$ cat src/rtl/i2c_cmd_sequencer.sv
// Queues AXI-side commands and hands them one at a time to an I2C byte master.
// Each command produces exactly one response (ACK, NACK, read data or timeout).
module i2c_cmd_sequencer #(
  parameter int AD_WIDTH    = 16,
  parameter int RD_WIDTH    = 8,
  parameter int DEPTH       = 4,
  parameter int TIMEOUT_CYC = 1023
) (
  input  logic                   ACLK,
  input  logic                   ARESETn,
  input  logic [AD_WIDTH-1:0]    CMD_DATA,
  input  logic                   CMD_RNW,
  input  logic                   CMD_VALID,
  output logic                   CMD_READY,
  output logic [AD_WIDTH-1:0]    ADDR_DATA_OUT,
  output logic                   VALID_ADDR_DATA_OUT,
  output logic                   I2C_MASTER_TRIGGER,
  input  logic                   VALID_ADDR_DATA_OUT_ACK,
  input  logic                   VALID_ADDR_DATA_OUT_ACK_VALID,
  input  logic [RD_WIDTH-1:0]    RDATA_OUT,
  input  logic                   RDATA_VALID,
  output logic                   RDATA_VALID_ACK,
  output logic [RD_WIDTH-1:0]    RSP_DATA,
  output logic                   RSP_ERR,
  output logic                   RSP_TIMEOUT,
  output logic                   RSP_VALID,
  input  logic                   RSP_READY,
  output logic                   BUSY_WR,
  output logic                   BUSY_RD,
  output logic [$clog2(DEPTH):0] FIFO_LEVEL
);

  localparam int PW = $clog2(DEPTH);
  localparam int LW = PW + 1;
  localparam int CW = $clog2(TIMEOUT_CYC + 1);
  localparam logic [CW-1:0] WAIT_LAST = CW'(TIMEOUT_CYC - 1);

  localparam logic [2:0] IDLE     = 3'd0;
  localparam logic [2:0] ISSUE    = 3'd1;
  localparam logic [2:0] WAIT_ACK = 3'd2;
  localparam logic [2:0] WAIT_RD  = 3'd3;
  localparam logic [2:0] RESP     = 3'd4;

  logic [AD_WIDTH:0]   mem [DEPTH];
  logic [PW-1:0]       wr_ptr;
  logic [PW-1:0]       rd_ptr;
  logic [LW-1:0]       level;
  logic                push;
  logic                pop;
  logic [AD_WIDTH:0]   head;

  logic [2:0]          state;
  logic [AD_WIDTH-1:0] hold_data;
  logic                hold_rnw;
  logic [CW-1:0]       wait_cnt;
  logic                wait_expired;
  logic [RD_WIDTH-1:0] rsp_data_q;
  logic                rsp_err_q;
  logic                rsp_timeout_q;

  // Ready is gated by reset so nothing is accepted while the block is held in reset.
  assign CMD_READY = (level < LW'(DEPTH)) && ARESETn;
  assign push      = CMD_VALID && CMD_READY;
  assign pop       = (state == IDLE) && (level != '0);
  assign head      = mem[rd_ptr];

  always_ff @(posedge ACLK) begin
    if (push) begin
      mem[wr_ptr] <= {CMD_RNW, CMD_DATA};
    end
  end

  always_ff @(posedge ACLK or negedge ARESETn) begin
    if (!ARESETn) begin
      wr_ptr <= '0;
      rd_ptr <= '0;
      level  <= '0;
    end else begin
      if (push) begin
        wr_ptr <= wr_ptr + 1'b1;
      end
      if (pop) begin
        rd_ptr <= rd_ptr + 1'b1;
      end
      if (push && !pop) begin
        level <= level + 1'b1;
      end else if (pop && !push) begin
        level <= level - 1'b1;
      end
    end
  end

  // The awaited event is tested before the timeout so it wins on the last wait cycle.
  assign wait_expired = (wait_cnt == WAIT_LAST);

  always_ff @(posedge ACLK or negedge ARESETn) begin
    if (!ARESETn) begin
      state         <= IDLE;
      hold_data     <= '0;
      hold_rnw      <= 1'b0;
      wait_cnt      <= '0;
      rsp_data_q    <= '0;
      rsp_err_q     <= 1'b0;
      rsp_timeout_q <= 1'b0;
    end else begin
      case (state)
        IDLE: begin
          if (pop) begin
            hold_data <= head[AD_WIDTH-1:0];
            hold_rnw  <= head[AD_WIDTH];
            state     <= ISSUE;
          end
        end
        ISSUE: begin
          wait_cnt <= '0;
          state    <= WAIT_ACK;
        end
        WAIT_ACK: begin
          if (VALID_ADDR_DATA_OUT_ACK_VALID) begin
            if (VALID_ADDR_DATA_OUT_ACK && hold_rnw) begin
              wait_cnt <= '0;
              state    <= WAIT_RD;
            end else begin
              rsp_data_q    <= '0;
              rsp_err_q     <= !VALID_ADDR_DATA_OUT_ACK;
              rsp_timeout_q <= 1'b0;
              state         <= RESP;
            end
          end else if (wait_expired) begin
            rsp_data_q    <= '0;
            rsp_err_q     <= 1'b1;
            rsp_timeout_q <= 1'b1;
            state         <= RESP;
          end else begin
            wait_cnt <= wait_cnt + 1'b1;
          end
        end
        WAIT_RD: begin
          if (RDATA_VALID) begin
            rsp_data_q    <= RDATA_OUT;
            rsp_err_q     <= 1'b0;
            rsp_timeout_q <= 1'b0;
            state         <= RESP;
          end else if (wait_expired) begin
            rsp_data_q    <= '0;
            rsp_err_q     <= 1'b1;
            rsp_timeout_q <= 1'b1;
            state         <= RESP;
          end else begin
            wait_cnt <= wait_cnt + 1'b1;
          end
        end
        RESP: begin
          if (RSP_READY) begin
            rsp_data_q    <= '0;
            rsp_err_q     <= 1'b0;
            rsp_timeout_q <= 1'b0;
            state         <= IDLE;
          end
        end
        default: state <= IDLE;
      endcase
    end
  end

  assign ADDR_DATA_OUT       = hold_data;
  assign VALID_ADDR_DATA_OUT = (state == ISSUE) || (state == WAIT_ACK);
  assign I2C_MASTER_TRIGGER  = (state == ISSUE);
  assign RDATA_VALID_ACK     = (state == WAIT_RD) && RDATA_VALID;
  assign RSP_VALID           = (state == RESP);
  assign RSP_DATA            = rsp_data_q;
  assign RSP_ERR             = rsp_err_q;
  assign RSP_TIMEOUT         = rsp_timeout_q;
  assign BUSY_WR             = (state != IDLE) && !hold_rnw;
  assign BUSY_RD             = (state != IDLE) && hold_rnw;
  assign FIFO_LEVEL          = level;

endmodule

$ cat config.mk
export PLATFORM = sky130hd
export DESIGN_NAME = i2c_cmd_sequencer
export DESIGN_NICKNAME = d
export VERILOG_FILES = /design/src/rtl/i2c_cmd_sequencer.sv
export SDC_FILE = /design/constraint.sdc
export NUM_CORES = 1
export LEC_CHECK = 0
export BUFFER_PORTS_ARGS = -buffer_cell sky130_fd_sc_hd__buf_4
export CORE_ASPECT_RATIO = 0.9
export CORE_MARGIN = 5
export CORE_UTILIZATION = 55
export CTS_CLUSTER_DIAMETER = 60
export DETAILED_ROUTE_END_ITERATION = 16
export PLACE_DENSITY = 0.77
export SLEW_MARGIN = 25
export SYNTH_ARGS = -nofsm -noshare
export SYNTH_HDL_FRONTEND = slang
export SYNTH_SLANG_ARGS = --single-unit
$ cat constraint.sdc
create_clock -name ACLK -period 3.4 [get_ports ACLK]
set_input_delay 0.17 -clock ACLK [delete_from_list [all_inputs] [get_ports ACLK]]
set_output_delay 0.17 -clock ACLK [all_outputs]
set_load 0.01 [all_outputs]
-- Word-level counts from Yosys, hierarchy flattened
Memory sizes are Yosys's and may differ from the RTL's. A register that Yosys moved wholly into a read port is not among the register bits.
Index checks and enable logic that the tools add are counted.
- memory bits (writable): 68
- memories: 1
- latch bits: 0
- word-level logic and storage cells: 83
- memory bits (read-only): 0
- flip-flop bits (word level): 30
- input port bits: 32
- output and inout port bits: 36
- divide/modulo/power cells: 0
- bitwise gates (word level): 0
- multipliers: 0
- $add $sub $neg: 5
- multiplexer cells: 33
- reductions and logical operators: 25
- order comparisons: 1
- eq/ne operators: 10
- shift operators: 0
- memory list (name ; words ; width ; read ports ; clocked after Yosys merged registers in ; wr ports ; line ; source):
    mem ; 4 ; 17 ; 1 ; 1 ; 1 ; 44 ; logic [AD_WIDTH:0] mem [DEPTH];
- operators by type and width (operator ; count):
    10-bit two-way mux ; 4
    8-bit two-way mux ; 5
    10-bit case mux with 3 select lines ; 1
    3-bit two-way mux ; 8
    8-bit case mux with 3 select lines ; 1
    3-bit case mux with 5 select lines ; 1
    3-bit nonzero test ; 4
    1-bit two-way mux ; 11
    10-bit by 1-bit adder with 10-bit output, second input constant ; 1
    10-bit equality test, second input constant ; 1
    1-bit logical AND ; 9
    3-bit by 2-bit equality test with 1-bit output, second input constant ; 2
    3-bit != test, second input constant ; 2
    1-bit case mux with 3 select lines ; 2
    3-bit AND reduction ; 2
    1-bit logical NOT ; 5
    2-bit by 1-bit adder with 2-bit output, second input constant ; 2
    2-bit != test, second input constant ; 2
    2-bit AND reduction ; 2
    3-bit by 1-bit adder with 3-bit output, second input constant ; 1
    3-bit by 1-bit equality test with 1-bit output, second input constant ; 1
    3-bit equality test, second input constant ; 1
    3-bit logical NOT ; 1
    3-bit < comparator, second input constant ; 1
    other kinds (4) ; 4

-- Logic depth before layout (Yosys ltp)
Gate-level depths: netlist (run 1).
- depth after elaboration: 7
- gate-level depth with buffers: 11

-- Worst setup path after synthesis (run 1)
Ideal clock, no wire load.
- path type: register to register
- start point: register state[0]
- end point: register level[1], in the netlist FIFO_LEVEL[1]
- path buffers: 2
- stages on the path, launching flop included: 10
- path slack: 1.149 ns
- required time: 3.275 ns
- setup time: 0.125 ns
- data arrival time: 2.126 ns
- cell sequence: dfrtp_1 > buf_2 > nor3_1 > o31a_1 > buf_4 > inv_1 > ha_1 > inv_1 > fa_1 > mux2_2
- cells in the longest elaborated chain, start to end: 5
- elaborated cells between the ends (all ways): 7
- ends and longest elaborated chain (item ; line ; source):
    start: declaration ; 52 ; logic [2:0] state;
    start signal: assignment ; 98 ; state <= IDLE;
    start signal: assignment ; 111 ; state <= ISSUE;
    start signal: assignment ; 116 ; state <= WAIT_ACK;
    3-bit logical NOT * ; 64 ; assign pop = (state == IDLE) && (level != '0);
    1-bit logical AND * ; 64 ;
    1-bit logical NOT ; 85 ; if (push && !pop) begin
    1-bit logical AND ; 85 ;
    3-bit two-way mux / 2-bit nonzero test (equally long branches) ; -- ;
    end signal: assignment ; 86 ; level <= level + 1'b1;
    end signal: assignment ; 88 ; level <= level - 1'b1;
    end: declaration ; 47 ; logic [LW-1:0] level;
Mark *: on every way between the ends. The rest lies on a longest branch, timed or not.
A chain may end at the register's enable or synchronous reset.

-- Worst setup path after layout (run 1)
- start point: register level[2], in the netlist FIFO_LEVEL[2]
- end point: register level[2], in the netlist FIFO_LEVEL[2]
- cells in the longest elaborated chain, start to end: 6
- elaborated cells between the ends (all ways): 14
- ends and longest elaborated chain (item ; line ; source):
    3-bit < comparator * ; 62 ; assign CMD_READY = (level < LW'(DEPTH)) && ARESETn;
    1-bit logical AND * ; 62 ;
    1-bit logical AND * ; 63 ; assign push = CMD_VALID && CMD_READY;
    via push ; 48 ; logic push;
    1-bit logical NOT ; 87 ; end else if (pop && !push) begin
    1-bit logical AND ; 87 ;
    2-bit nonzero test (no line) ; -- ;
The timed path passes the listed nets; every way through them passes the cells marked *. The select of a mux whose other input is x is not followed.

==> impl_metrics.json, run 1 <==
{
  "synth_compound_area_frac": 0.0770,
  "grt_pass1_vias": 3112,
  "reg2reg_to": "FIFO_LEVEL[2]$_DFFE_PN0P_",
  "fillers": 538,
  "antenna_cells": 0,
  "synthCells": 292,
  "status": "completed",
  "rsz0062_at_grt": "no",
  "cts_setup_buffers": 0,
  "synth-seq-cells": 115,
  "finalSetupViolCount": 0,
  "tightestPinTransition_ns": 0.976,
  "power_per_cell_area_mw_per_mm2": 889,
  "p_clk_frac": 0.310,
  "insertion_delay_ns": 0.51,
  "synth_edf_count": 68,
  "synth-seq-area-share": 0.671,
  "fin_cells": 527,
  "comb_power_share": 0.315,
  "crit_type": "flip-flop to flip-flop",
  "wl_per_cell_um": 18.3,
  "r2r-start": "FIFO_LEVEL[2]$_DFFE_PN0P_",
  "endpoint_kind": "flip-flop",
  "hold_depth": 3,
  "hold_violations": 0,
  "drt_wl_total_mm": 9.66,
  "syn_area_mm2": 0.00479,
  "fin_setup_tns_ns": 0,
  "yosysMostFrequentCell": "edfxtp_1",
  "p_leak_nw": 2.47,
  "die_y_um": 98.6,
  "yosysTopAreaCellShare": 0.426,
  "cap_violations": 0,
  "crit_start": "FIFO_LEVEL[2]$_DFFE_PN0P_",
  "syn_nets": 332,
  "overflow": 0,
  "synth_area_per_cell_um2": 16.4,
  "port_buffers": 67,
  "synth_area_leaders": "edfxtp_1 43%, dfrtp_1 25%, mux4_2 8.0%",
  "dp_hpwl_mm": 5.93,
  "grt_pass1_wl_mm": 16.1,
  "post-route-period-util": 0.673,
  "hold_end": "state[2]$_DFFE_PN0P_",
  "crit_required_ns": 3.83,
  "die_x_um": 108,
  "gr-usage-all-layers": 0.202,
  "dr.pass1.iters": 4,
  "arrival_ns": 2.72,
  "layout.nets": 436,
  "swShare": 0.306,
  "fin_crit_ns": 2.29,
  "synth_common_cells": "68 x edfxtp_1, 47 x dfrtp_1, 18 x mux2_2",
  "synth_top_family_by_area": "multiplexers",
  "reg2reg_slack_ns": 1.11,
  "grt_max_degree": 48,
  "drt_iter0_markers": 234,
  "synth-simple-area-share": 0.0679,
  "cts_root_buffer": "clkbuf_8",
  "row_count": 32,
  "ys_warn_count": 0,
  "numCtsBuffers": 17,
  "antenna_found_initial": 0,
  "drc": 0,
  "p_switching_mw": 1.69,
  "area_delta_synth_final_pct": 30.0,
  "cts_max_path_buffers": 2,
  "worstRegToRegCells": 8,
  "place.gp.congestion": 0.755,
  "critPathMaxFanout": 6,
  "ys.flop_type": "edfxtp_1",
  "seqPwrFrac": 0.375,
  "vias": 2905,
  "worstHoldPathType": "input pin to flip-flop",
  "post-place-cells": 469,
  "h-tree-depth": 4,
  "synth_cell_types": 52,
  "ir_worst_vdd_v": 0.000675,
  "start_util": 0.562,
  "clock-sinks": 115,
  "post_cts_resized": 0,
  "hold_buffers": 27,
  "skew_ns": 0.00823,
  "io_pins": 68,
  "intPower_mw": 3.85,
  "slew_headroom": 0.349,
  "drv_slew": 0,
  "synth_top_cell_by_area": "edfxtp_1",
  "synth_async_sr_flop_share": 0.409,
  "synth-xor-area-share": 0.0128,
  "core-area_mm2": 0.00853,
  "synth_fa_ha_area_frac": 0.0224,
  "final_layout_size_suffix_gt1_frac": 0.350,
  "cts_tree": "done",
  "fmax_mhz": 437,
  "hp-start": "RSP_READY",
  "floorplan.die_area_mm2": 0.0107,
  "detail-route-antenna-nets": 0,
  "drt-vias-per-instance": 5.51,
  "synth.area.mux_share": 0.122,
  "path_clk_slew_ns": 0.05,
  "startpoint_type": "flip-flop"
}
-- worst max-delay path, stage by stage, from the launching register on --
cell,delay (ns)
dfrtp_1,0.43
nor2b_1,0.33
and2_0,0.33
ha_1,0.25
inv_1,0.07
fa_1,0.38
xor2_1,0.15
nor2_1,0.11
xor2_1,0.16
-- how the worst max path moves through the flow --
| stage | endpoint | slack, ns | cells after the start |
|---|---|---|---|
| final | FIFO_LEVEL[2]$_DFFE_PN0P_ | 1.11 | 8 |
| after global routing | FIFO_LEVEL[2]$_DFFE_PN0P_ | 0.94 | 8 |
| after CTS | FIFO_LEVEL[2]$_DFFE_PN0P_ | 1.15 | 8 |
| after detailed placement | FIFO_LEVEL[2]$_DFFE_PN0P_ | 1.23 | 8 |
| after global placement | FIFO_LEVEL[1]$_DFFE_PN0P_ | 1.28 | 7 |
| after floorplan | FIFO_LEVEL[1]$_DFFE_PN0P_ | 1.15 | 9 |
-- per-stage QoR --
| stage | setup WS, ns | power (mW) | instance area, µm² | hold WS [ns] | utilization |
|---|---|---|---|---|---|
| final | 1.11 | 5.54 | 6230 | 0.0256 | 0.731 |
| after global routing | 0.943 | 5.86 | 6230 | 0.0240 | 0.731 |
| after CTS | 1.15 | 5.59 | 6230 | 0.0125 | 0.731 |
| after detailed placement | 1.23 | 3.83 | 5390 | 0.354 | 0.632 |
| after global placement | 1.28 | 3.76 | 5390 | 0.356 | 0.632 |
| after floorplan | 1.15 | 3.23 | 4790 | -0.126 | - |
-- power by group through the flow --
stage | clock network [mW] | registers (mW) | logic, mW
after floorplan | 0 | 2.04 | 1.19
after global placement | 0 | 2.08 | 1.67
after detailed placement | 0 | 2.10 | 1.72
after CTS | 1.74 | 2.08 | 1.76
after global routing | 1.82 | 2.13 | 1.91
final | 1.72 | 2.08 | 1.75
-- routing by layer --
| metal | global-route usage | routed length [µm] |
|---|---|---|
| met3 | 0.0747 | 519 |
| met2 | 0.326 | 4950 |
| met5 | 0 | 0 |
| met1 | 0.254 | 4040 |
| met4 | 0.0650 | 144 |
-- placed cells by master, fill, tap and decap left out, types with 3 or more instances in the layout --
cell / netlist / layout
buf_4: 4 / 70
edfxtp_1: 68 / 68
dfrtp_1: 47 / 47
dlygate4sd3_1: 0 / 27
mux2_2: 18 / 18
mux4_2: 17 / 17
clkbuf_16: 0 / 16
inv_1: 11 / 11
nor2_1: 9 / 9
a22o_1: 9 / 9
a21oi_1: 8 / 8
ha_1: 7 / 7
nand2_1: 6 / 6
nand3_1: 6 / 6
o31ai_1: 6 / 6
or4_1: 6 / 6
and3_1: 5 / 5
xnor2_1: 4 / 4
nor2b_1: 3 / 3
o31a_1: 3 / 3
clkinv_1: 1 / 3
xor2_1: 3 / 3
o21bai_1: 3 / 3
and2_1: 3 / 3
o21ai_0: 3 / 3
bufinv_16: 0 / 3
clkinv_2: 0 / 3
-- layout make-up --
cell class,instances,area (µm²),share of cell area
clock buffer,17,414,0.0664
clock inverter,14,163,0.0261
inverter,12,45.0,0.00723
multi-input combinational,153,1450,0.232
sequential,115,3220,0.516
tap,119,149,0.0239
timing repair buffer,97,796,0.128
-- registers in the layout, indices dropped and copies added (netlist names) --
register	flops
ADDR_DATA_OUT	16
FIFO_LEVEL	3
RSP_DATA	8
RSP_ERR	1
RSP_TIMEOUT	1
hold_rnw	1
mem	68
rd_ptr	2
state	3
wait_cnt	10
wr_ptr	2
-- cells by family after synthesis --
group	Yosys count
xor+xnor	7
buf+inv	24
mux	35
simple gates	55
compound gates	48
flops	115
fa+ha+maj	8
(Power assumes the default switching activity.)
==> run 2, diff against run 1 <==
Settings changed: CORE_UTILIZATION 55 to 51, PLACE_DENSITY 0.77 to 0.75.
Clock period 3.4 ns to 2.1 ns, I/O delays scaled along.
==> run 2 against run 1 <==
Effect of this change: critical endpoint unchanged; fmax is 16% higher; clock power is 59% higher; largest power group unchanged; non-clock buffer count is 19 higher; wire length is 4.5% higher; power is 66% higher; clock skew is 0.0038 ns higher; critical path type unchanged; sequential power is 57% higher; register-to-register slack worse by 0.99 ns.
==> impl_metrics.json, run 2 (synthesis results as in run 1) <==
{
  "status": "completed",
  "p_switching_mw": 2.94,
  "overflow": 0,
  "path_clk_slew_ns": 0.06,
  "fin_crit_ns": 1.98,
  "crit_required_ns": 2.53,
  "tightestPinTransition_ns": 0.643,
  "port_buffers": 67,
  "final_common_cell": "buf_4",
  "regMostFlops": "mem",
  "cts_tree": "done",
  "power_mw": 9.18,
  "hold_depth": 5,
  "core-area_mm2": 0.00917,
  "reg2reg_to": "FIFO_LEVEL[2]$_DFFE_PN0P_",
  "worstHoldPathType": "input pin to flip-flop",
  "hold_end": "state[1]$_DFFE_PN0P_",
  "slew_headroom": 0.572,
  "largest_reg_flops": 68,
  "row_count": 33,
  "fin_ws_ns": 0.120,
  "crit_type": "flip-flop to flip-flop",
  "skew_ns": 0.0120,
  "floorplan.die_area_mm2": 0.0114,
  "fin_setup_tns_ns": 0,
  "grt_pass1_wl_mm": 16.2,
  "power_per_cell_area_mw_per_mm2": 1430,
  "vias": 3011,
  "hp-start": "RDATA_VALID",
  "critPathMaxFanout": 4,
  "hold_violations": 0,
  "clock-sinks": 115,
  "endpoint_kind": "flip-flop",
  "start_util": 0.523,
  "worstRegToRegCells": 8,
  "h-tree-depth": 4,
  "detail-route-antenna-nets": 0,
  "numCtsBuffers": 17,
  "fillers": 594,
  "drt-vias-per-instance": 5.47,
  "grt_pass1_vias": 3139,
  "drv_slew": 0,
  "die_y_um": 102,
  "preCtsSetupSlack_ns": 0.118,
  "grt_max_degree": 48,
  "final_layout_size_suffix_gt1_frac": 0.393,
  "p_clk_frac": 0.298,
  "comb_power_share": 0.347,
  "antenna_cells": 0,
  "cap_violations": 0,
  "final_cell_mix": "86 x buf_4, 68 x edfxtp_1, 46 x dfrtp_1",
  "drt_wl_total_mm": 10.1,
  "io_pins": 68,
  "layout.nets": 455,
  "cts_max_path_buffers": 2,
  "seqPwrFrac": 0.355,
  "drc": 0,
  "p_leak_nw": 2.56,
  "post-route-period-util": 0.943,
  "intPower_mw": 6.24,
  "cts_root_buffer": "clkbuf_8",
  "swShare": 0.320,
  "gr-usage-all-layers": 0.187,
  "drt_iter0_markers": 188,
  "dp_hpwl_mm": 6.16,
  "ir_worst_vdd_v": 0.000885,
  "insertion_delay_ns": 0.51,
  "startpoint_type": "flip-flop",
  "area_delta_synth_final_pct": 34.0,
  "antenna_found_initial": 1,
  "wl_per_cell_um": 18.3,
  "arrival_ns": 2.41,
  "finalSetupViolCount": 0,
  "die_x_um": 112,
  "reg2reg_slack_ns": 0.12,
  "place.gp.congestion": 0.813,
  "dr.pass1.iters": 4,
  "r2r-start": "FIFO_LEVEL[2]$_DFFE_PN0P_",
  "fmax_mhz": 505
}
run 2: cell types whose count changed in the layout (fill, tap and decap cells not counted), moves of 3 or more:
cell and delta:
inv_6 +4, buf_4 +16, clkinv_1 -3, clkinv_2 -3
run 2: power groups by stage:
stage | Sequential, mW | Combinational, mW | Clock, mW
finish | 3.26 | 3.19 | 2.73
global route | 3.33 | 3.46 | 2.89
CTS | 3.27 | 3.16 | 2.77
detailed placement | 3.29 | 3.07 | 0
global placement | 3.28 | 3.00 | 0
floorplan | 3.31 | 1.97 | 0
run 2: worst max path at each step:
stage | end | start | depth (start not counted)
after global placement | FIFO_LEVEL[1]$_DFFE_PN0P_ | state[0]$_DFFE_PN0P_ | 7
after detailed placement | FIFO_LEVEL[2]$_DFFE_PN0P_ | FIFO_LEVEL[2]$_DFFE_PN0P_ | 8
after CTS | RDATA_VALID_ACK | state[2]$_DFFE_PN0P_ | 5
final | FIFO_LEVEL[2]$_DFFE_PN0P_ | FIFO_LEVEL[2]$_DFFE_PN0P_ | 8
after global routing | FIFO_LEVEL[2]$_DFFE_PN0P_ | FIFO_LEVEL[2]$_DFFE_PN0P_ | 8
after floorplan | FIFO_LEVEL[1]$_DFFE_PN0P_ | state[1]$_DFFE_PN0P_ | 9
run 2: metrics by stage:
step | hold slack [ns] | utilization | instances | instance area [µm²]
floorplan | -0.191 | - | 292 | 4810
detailed placement | 0.302 | 0.602 | 486 | 5520
CTS | 0.0578 | 0.696 | 547 | 6380
global placement | 0.300 | 0.602 | 486 | 5520
global route | 0.131 | 0.701 | 550 | 6420
finish | 0.128 | 0.701 | 550 | 6420
run 2: cell type report:
type                    instances  area (µm²)  area share
well taps                     122         153      0.0238
inverters                      12        48.8     0.00760
multi-input cells             153        1470       0.230
clock inverters                14         143      0.0222
repair buffers                116         956       0.149
flip-flops and latches        115        3220       0.501
clock buffers                  18         428      0.0666
run 2: what timing repair did:
item / 4_1_cts / 5_1_grt
gates resized for setup: 0 / 5
buffers inserted: 0 / 3
hold buffers: 29 / 0
endpoints found under the hold margin: 126 / 0
setup endpoints to repair: 0 / 5
run 2: critical path, cell delays in order, from the launching register on:
cell and delay, ns:
dfrtp_2 0.43, nor2b_2 0.15, and2_0 0.22, ha_2 0.21
inv_1 0.05, fa_1 0.37, xor2_1 0.15, nor2_1 0.14
xor2_1 0.18
run 2: layer usage:
layer	global-route usage	wire length, µm	share of wire	vias up
met5	0	20	0.0020	-
met4	0.0749	186	0.018	2
met3	0.0693	559	0.055	22
met2	0.310	5250	0.52	92
met1	0.226	4080	0.40	1510
li1	-	-	-	1385
